==> src/rtl/pool_pkg.sv <==
// Shared constants for the 2x2 pooling window buffer: default pixel width,
// pixels per window and the slot order of the packed window word.
package pool_pkg;
    localparam int DATA_W_DEF = 32;
    localparam int WIN_PIXELS = 4;
    localparam int SLOT_TL    = 0;
    localparam int SLOT_TR    = 1;
    localparam int SLOT_BL    = 2;
    localparam int SLOT_BR    = 3;
endpackage

==> src/rtl/pool_window_buffer_if.sv <==
// Pixel-in / window-out handshake bundle for pool_window_buffer.
// Optional win_last signal is present only when POOL_WIN_LAST_EN is defined.
interface pool_window_buffer_if #(
    parameter int DATA_W = pool_pkg::DATA_W_DEF
);
    logic                                   valid_in;
    logic                                   in_ready;
    logic [DATA_W-1:0]                      input_data;
    logic                                   valid_out;
    logic                                   out_ready;
    logic [pool_pkg::WIN_PIXELS*DATA_W-1:0] win_data;
`ifdef POOL_WIN_LAST_EN
    logic                                   win_last;
`endif

    modport slave (
        input  valid_in, input_data, out_ready,
`ifdef POOL_WIN_LAST_EN
        output win_last,
`endif
        output in_ready, valid_out, win_data
    );

    modport master (
        output valid_in, input_data, out_ready,
`ifdef POOL_WIN_LAST_EN
        input  win_last,
`endif
        input  in_ready, valid_out, win_data
    );
endinterface

==> src/rtl/pool_line_ram.sv <==
// Single-port line buffer: combinational read, synchronous write, one address.
module pool_line_ram #(
    parameter int DATA_W = 32,
    parameter int DEPTH  = 16,
    parameter int AW     = (DEPTH > 1) ? $clog2(DEPTH) : 1
) (
    input  logic              clk,
    input  logic              i_we,
    input  logic [AW-1:0]     i_addr,
    input  logic [DATA_W-1:0] i_wdata,
    output logic [DATA_W-1:0] o_rdata
);
    logic [DATA_W-1:0] r_mem [DEPTH];

    always_ff @(posedge clk) begin
        if (i_we) begin
            r_mem[i_addr] <= i_wdata;
        end
    end

    assign o_rdata = r_mem[i_addr];
endmodule

==> src/rtl/pool_window_buffer.sv <==
// Streams a raster frame in and emits non-overlapping 2x2 windows {BR,BL,TR,TL}.
// Defining POOL_WIN_LAST_EN adds a win_last flag on the final window of a frame.
module pool_window_buffer
    import pool_pkg::*;
#(
    parameter int DATA_W = DATA_W_DEF,
    parameter int IMG_W  = 16,
    parameter int IMG_H  = 16
) (
    input logic                 clk,
    input logic                 rst_n,
    pool_window_buffer_if.slave bus
);
    localparam int CW = (IMG_W > 1) ? $clog2(IMG_W) : 1;
    localparam int RW = (IMG_H > 1) ? $clog2(IMG_H) : 1;

    if ((IMG_W % 2) != 0 || IMG_W < 2) begin : g_bad_img_w
        $error("pool_window_buffer: IMG_W must be even and at least 2");
    end
    if ((IMG_H % 2) != 0 || IMG_H < 2) begin : g_bad_img_h
        $error("pool_window_buffer: IMG_H must be even and at least 2");
    end

    logic [CW-1:0]                 r_col;
    logic [RW-1:0]                 r_row;
    logic [DATA_W-1:0]             r_bl;
    logic [DATA_W-1:0]             r_tl;
    logic [WIN_PIXELS*DATA_W-1:0]  r_win;
    logic                          r_valid;
    logic                          r_last;

    logic                          w_inReady;
    logic                          w_accept;
    logic                          w_we;
    logic                          w_load;
    logic                          w_colEnd;
    logic                          w_rowEnd;
    logic [DATA_W-1:0]             w_rd;
    logic [WIN_PIXELS*DATA_W-1:0]  w_win;

    assign w_inReady = !r_valid || bus.out_ready;
    assign w_accept  = bus.valid_in && w_inReady;
    assign w_colEnd  = (r_col == CW'(IMG_W - 1));
    assign w_rowEnd  = (r_row == RW'(IMG_H - 1));
    assign w_we      = w_accept && !r_row[0];
    assign w_load    = w_accept && r_row[0] && r_col[0];

    pool_line_ram #(
        .DATA_W (DATA_W),
        .DEPTH  (IMG_W),
        .AW     (CW)
    ) u_line (
        .clk     (clk),
        .i_we    (w_we),
        .i_addr  (r_col),
        .i_wdata (bus.input_data),
        .o_rdata (w_rd)
    );

    always_ff @(posedge clk) begin
        if (rst_n) begin
            r_col <= '0;
            r_row <= '0;
        end else if (w_accept) begin
            if (w_colEnd) begin
                r_col <= '0;
                r_row <= w_rowEnd ? '0 : r_row + RW'(1);
            end else begin
                r_col <= r_col + CW'(1);
            end
        end
    end

    // The single RAM port only reads line[col]; TL is grabbed on the even column
    // so that TR can be read directly on the odd column when the window closes.
    always_ff @(posedge clk) begin
        if (rst_n) begin
            r_bl <= '0;
            r_tl <= '0;
        end else if (w_accept && r_row[0] && !r_col[0]) begin
            r_bl <= bus.input_data;
            r_tl <= w_rd;
        end
    end

    always_comb begin
        w_win = '0;
        w_win[SLOT_TL*DATA_W +: DATA_W] = r_tl;
        w_win[SLOT_TR*DATA_W +: DATA_W] = w_rd;
        w_win[SLOT_BL*DATA_W +: DATA_W] = r_bl;
        w_win[SLOT_BR*DATA_W +: DATA_W] = bus.input_data;
    end

    always_ff @(posedge clk) begin
        if (rst_n) begin
            r_valid <= 1'b0;
            r_win   <= '0;
            r_last  <= 1'b0;
        end else if (w_load) begin
            r_valid <= 1'b1;
            r_win   <= w_win;
            r_last  <= w_rowEnd && w_colEnd;
        end else if (bus.out_ready) begin
            r_valid <= 1'b0;
        end
    end

    assign bus.in_ready  = w_inReady;
    assign bus.valid_out = r_valid;
    assign bus.win_data  = r_win;
`ifdef POOL_WIN_LAST_EN
    assign bus.win_last  = r_last;
`else
    logic w_unusedLast;
    assign w_unusedLast = r_last;
`endif
endmodule

==> src/flat_wrapper.sv <==
// flat-port wrapper written by rule: the top's interface ports become plain ports
module pool_window_buffer_flat import pool_pkg::*;
#(
    parameter int DATA_W = DATA_W_DEF,
    parameter int IMG_W  = 16,
    parameter int IMG_H  = 16
)
  (clk, rst_n, bus_valid_in, bus_input_data, bus_out_ready, bus_in_ready, bus_valid_out, bus_win_data);
  pool_window_buffer_if #(.DATA_W(DATA_W)) bus_i ();
  input logic clk;
  input logic rst_n;
  input wire logic [$bits(bus_i.valid_in)-1:0] bus_valid_in;
  input wire logic [$bits(bus_i.input_data)-1:0] bus_input_data;
  input wire logic [$bits(bus_i.out_ready)-1:0] bus_out_ready;
  output wire logic [$bits(bus_i.in_ready)-1:0] bus_in_ready;
  output wire logic [$bits(bus_i.valid_out)-1:0] bus_valid_out;
  output wire logic [$bits(bus_i.win_data)-1:0] bus_win_data;
  assign bus_i.valid_in = bus_valid_in;
  assign bus_i.input_data = bus_input_data;
  assign bus_i.out_ready = bus_out_ready;
  assign bus_in_ready = bus_i.in_ready;
  assign bus_valid_out = bus_i.valid_out;
  assign bus_win_data = bus_i.win_data;
  pool_window_buffer #(.DATA_W(DATA_W), .IMG_W(IMG_W), .IMG_H(IMG_H)) u_core (.clk(clk), .rst_n(rst_n), .bus(bus_i));
endmodule
==> config.mk <==
export PLATFORM = sky130hd
export DESIGN_NAME = pool_window_buffer_flat
export DESIGN_NICKNAME = d
export VERILOG_FILES = /design/src/rtl/pool_pkg.sv /design/src/rtl/pool_window_buffer_if.sv /design/src/rtl/pool_line_ram.sv /design/src/rtl/pool_window_buffer.sv /design/src/flat_wrapper.sv
export SDC_FILE = /design/constraint.sdc
export NUM_CORES = 1
export LEC_CHECK = 0
export BUFFER_PORTS_ARGS = -buffer_cell sky130_fd_sc_hd__buf_2
export CORE_ASPECT_RATIO = 1.75
export CORE_MARGIN = 3
export CORE_UTILIZATION = 49
export CTS_CLUSTER_DIAMETER = 200
export CTS_CLUSTER_SIZE = 25
export DETAILED_ROUTE_END_ITERATION = 16
export PLACE_DENSITY = 0.64
export SYNTH_ARGS = -nofsm -noshare
export SYNTH_HDL_FRONTEND = slang
export SYNTH_HIERARCHICAL = 1
export SYNTH_SLANG_ARGS = --single-unit
==> constraint.sdc <==
create_clock -name clk -period 8.58 [get_ports clk]
set_input_delay 0.858 -clock clk [delete_from_list [all_inputs] [get_ports clk]]
set_output_delay 0.858 -clock clk [all_outputs]
set_load 0.005 [all_outputs]
==> results_tabular.tex <==
\begin{tabular}{lr}
\hline
Metric & Value \\
\hline
\multicolumn{2}{l}{\textbf{Outcome}} \\
Status & complete, no violations \\
\multicolumn{2}{l}{\textbf{Layout}} \\
Layout cell share with drive strength beyond 1 & 0.2231 \\
Layout-stage area growth over the synthesis result & 8.781\% \\
Total number of nets in the final design & 1719 \\
Final core area utilization & 0.5397 \\
Post-route insts no fill & 2400 \\
\multicolumn{2}{l}{\textbf{STA}} \\
Slew at the pin closest to its max-slew limit & 1.265 ns \\
Worst clock skew on the final layout & 0.02498 ns \\
Hold Violations, Final & 0 \\
Maximum operating frequency & 269.7 MHz \\
Worst max-slew margin expressed relative to the limit & 0.1549 \\
Share of the clock period used by the worst path & 0.4321 \\
Unrepaired setup endpoints after global routing & no \\
Setup ws final & 4.872 ns \\
TNS Setup & 0 ns \\
Max Slew Vio Count & 0 \\
Number of endpoints failing setup at the final stage & 0 \\
Period minus WS final & 3.708 ns \\
\multicolumn{2}{l}{\textbf{Synth}} \\
Most common library cells after synthesis & 512 x edfxtp\_1, 258 x nand2b\_1, 201 x dfxtp\_1 \\
Leading register cell type out of synthesis & edfxtp\_1 \\
Post-synthesis cell area & 0.02746 mm² \\
Share of the yosys chip area belonging to registers & 0.7065 \\
Dominant cell type by area after synthesis & edfxtp\_1 \\
Number of flops mapped to enable cells by yosys & 512 \\
Warnings from Yosys & 6 \\
Number of library cell types mapped by synthesis & 38 \\
Synthesized area per cell & 17.61 µm² \\
Leading cell types by total area after synthesis & edfxtp\_1 56\%, dfxtp\_1 15\%, mux4\_2 10\% \\
Yosys reg bits & 713 \\
Leading cell type by number of instances after synthesis & edfxtp\_1 \\
Post-synth net total & 1597 \\
Synth Instances & 1559 \\
Share of the synthesized area in the top cell type & 0.5600 \\
Asr flop ratio synth & 0 \\
\multicolumn{2}{l}{\textbf{Placement}} \\
DP Cell Count & 2341 \\
Worst slack at placement & 4.410 ns \\
Number of buffer cells added on primary ports & 165 \\
Final weighted congestion in routability-driven placement & 0.7439 \\
Total half-perimeter wirelength after legalization and detailed placement & 35.33 mm \\
\multicolumn{2}{l}{\textbf{Die}} \\
Total core area & 0.05534 mm² \\
Height of the die & 319.1 µm \\
Die area & 0.05902 mm² \\
Cell Rows & 114 \\
I/O pin total & 166 \\
Die width & 184.9 µm \\
Effective utilization at floorplan & 0.4961 \\
\multicolumn{2}{l}{\textbf{Global routing}} \\
Wire length of the first global-routing pass & 87.10 mm \\
Leftover overflow at the end of global routing & 0 \\
Initial antenna violation count & 2 \\
Number of global-route vias before repair & 14040 \\
Largest net degree at the start of global routing & 145 \\
Total routing usage reported by global routing & 0.1941 \\
\multicolumn{2}{l}{\textbf{Power and ir drop}} \\
Pwr/cell area & 196.1 mW/mm² \\
Leakage power summed over all cells & 10.33 nW \\
Power Total & 5.858 mW \\
Worst IR Drop VDD & 127.5 µV \\
\multicolumn{2}{l}{\textbf{Clock network}} \\
Clock tree from TritonCTS & yes \\
CTS H-tree depth & 2 \\
Register clock-pin slew on the reported worst setup and hold paths & 0.10 ns \\
Skew-Pair Late Insertion Delay & 0.56 ns \\
CTS resizes & 0 \\
CTS Buffer Depth & 3 \\
Number of buffers inserted during clock tree synthesis & 34 \\
Number of setup buffers added after CTS & 0 \\
Hold-fix buffer count after cts & 0 \\
Count of clock tree sinks & 713 \\
Root buffer cell & clkbuf\_16 \\
\multicolumn{2}{l}{\textbf{Critical path}} \\
Highest net fanout along the worst path & 46 \\
Worst-case register-to-register setup slack & 4.87 ns \\
Worst setup path startpoint & u\_core/r\_col[0]\$\_SDFFE\_PP0N\_ \\
Worst Reg2Reg Path Length in Cells & 7 \\
Required time at the endpoint of the critical path & 8.99 ns \\
Critical Path Source Type & flop \\
Worst path arrival time & 4.12 ns \\
Launching point of the worst reg2reg path & u\_core/r\_col[0]\$\_SDFFE\_PP0N\_ \\
Setup Crit Path Kind & flop to flop \\
Kind of capture point of the worst setup path & flop \\
Critical path capture point & u\_core/bus.win\_data[62]\$\_SDFFE\_PP0P\_ \\
Endpoint of the worst-slack reg-to-reg timing path & u\_core/bus.win\_data[62]\$\_SDFFE\_PP0P\_ \\
\multicolumn{2}{l}{\textbf{Drt}} \\
Routed WL & 57.84 mm \\
Starting DRC count in detailed routing & 1089 \\
Via count & 13790 \\
Routed len/inst & 24.10 µm \\
Remaining routing DRC violations & 0 \\
Post-detailed-route count of antenna-violating nets & 0 \\
Iteration count of the initial detailed-routing pass & 4 \\
DR vias/cell & 5.747 \\
\multicolumn{2}{l}{\textbf{Run}} \\
Total of max-cap violations & 0 \\
\multicolumn{2}{l}{\textbf{Worst hold path}} \\
HP Class & flop to flop \\
Hold path startpoint & u\_core/bus.win\_data[94]\$\_SDFFE\_PP0P\_ \\
\hline
\end{tabular}
[cell type report]
cell class | count | area (µm²)
fill | 4416 | 25480
clock inverter | 1 | 16.27
tap | 696 | 870.8
sequential | 713 | 19410
timing repair buffer | 186 | 989.7
clock buffer | 57 | 1001
multi-input combinational | 742 | 7566
antenna | 1 | 2.502
inverter | 4 | 15.01
[worst min-delay path by stage]
stage                                            endpoint  slack (ns)  cells past startpoint
finish               u_core/bus.win_data[94]$_SDFFE_PP0P_        0.47                      2
global placement     u_core/bus.win_data[79]$_SDFFE_PP0P_        0.46                      2
floorplan             u_core/bus.win_data[0]$_SDFFE_PP0P_        0.46                      2
detailed placement   u_core/bus.win_data[94]$_SDFFE_PP0P_        0.46                      2
CTS                 u_core/bus.win_data[104]$_SDFFE_PP0P_        0.48                      2
global route         u_core/bus.win_data[73]$_SDFFE_PP0P_        0.50                      2
[worst max-delay path, stage by stage, from the launching register on]
cell,delay [ns]
dfxtp_4,0.64
buf_4,0.66
buf_4,0.86
mux4_2,0.63
a22oi_1,0.30
nand2_1,0.14
nand2b_1,0.11
mux2i_1,0.08
[stage by stage]
stage	area [µm²]	hold slack, ns
final	29870	0.4748
after CTS	29860	0.4792
after floorplan	27460	0.4576
after global routing	29860	0.4967
after detailed placement	28850	0.4574
after global placement	28850	0.4559
[kinds of logic (layout without fill, tap and decap cells)]
group	count (synthesis)	in the layout	share of synthesized area
flops	713	713	0.7065
simple gates	338	338	0.07350
mux	321	321	0.1754
buf+inv	104	248	0.02219
compound gates	81	81	0.02146
fa+ha+maj	2	2	0.0009113
other cells	0	1	0
[sequential cells by signal, summed over array words and instances (netlist names)]
signal                count
u_core/bus.valid_out      1
u_core/r_tl              32
u_core/r_row              4
u_core/bus.win_data     128
u_core/r_bl              32
u_core/r_col              4
u_core/u_line/r_mem     512
[layout by cell type, fill, tap and decap left out, types with 21 or more instances in the layout]
cell type | netlist | routed
nand2b_1 | 258 | 258
clkbuf_16 | 0 | 37
dfxtp_1 | 201 | 199
edfxtp_1 | 512 | 512
mux4_2 | 128 | 128
buf_4 | 8 | 21
nand2_1 | 34 | 34
buf_2 | 13 | 164
mux2i_1 | 192 | 192
a22oi_1 | 64 | 64
[power breakdown]
group          switching, mW  internal (mW)
sequential            0.0161           3.71
clock                   1.02          0.812
combinational          0.178          0.127
total                   1.21           4.64
[metal layers]
layer | wire length [µm] | GRT usage
met5 | 0 | 0
met4 | 842 | 0.03838
met3 | 2694 | 0.02123
met2 | 29250 | 0.3305
met1 | 25050 | 0.2743
(Power assumes the default switching activity.)
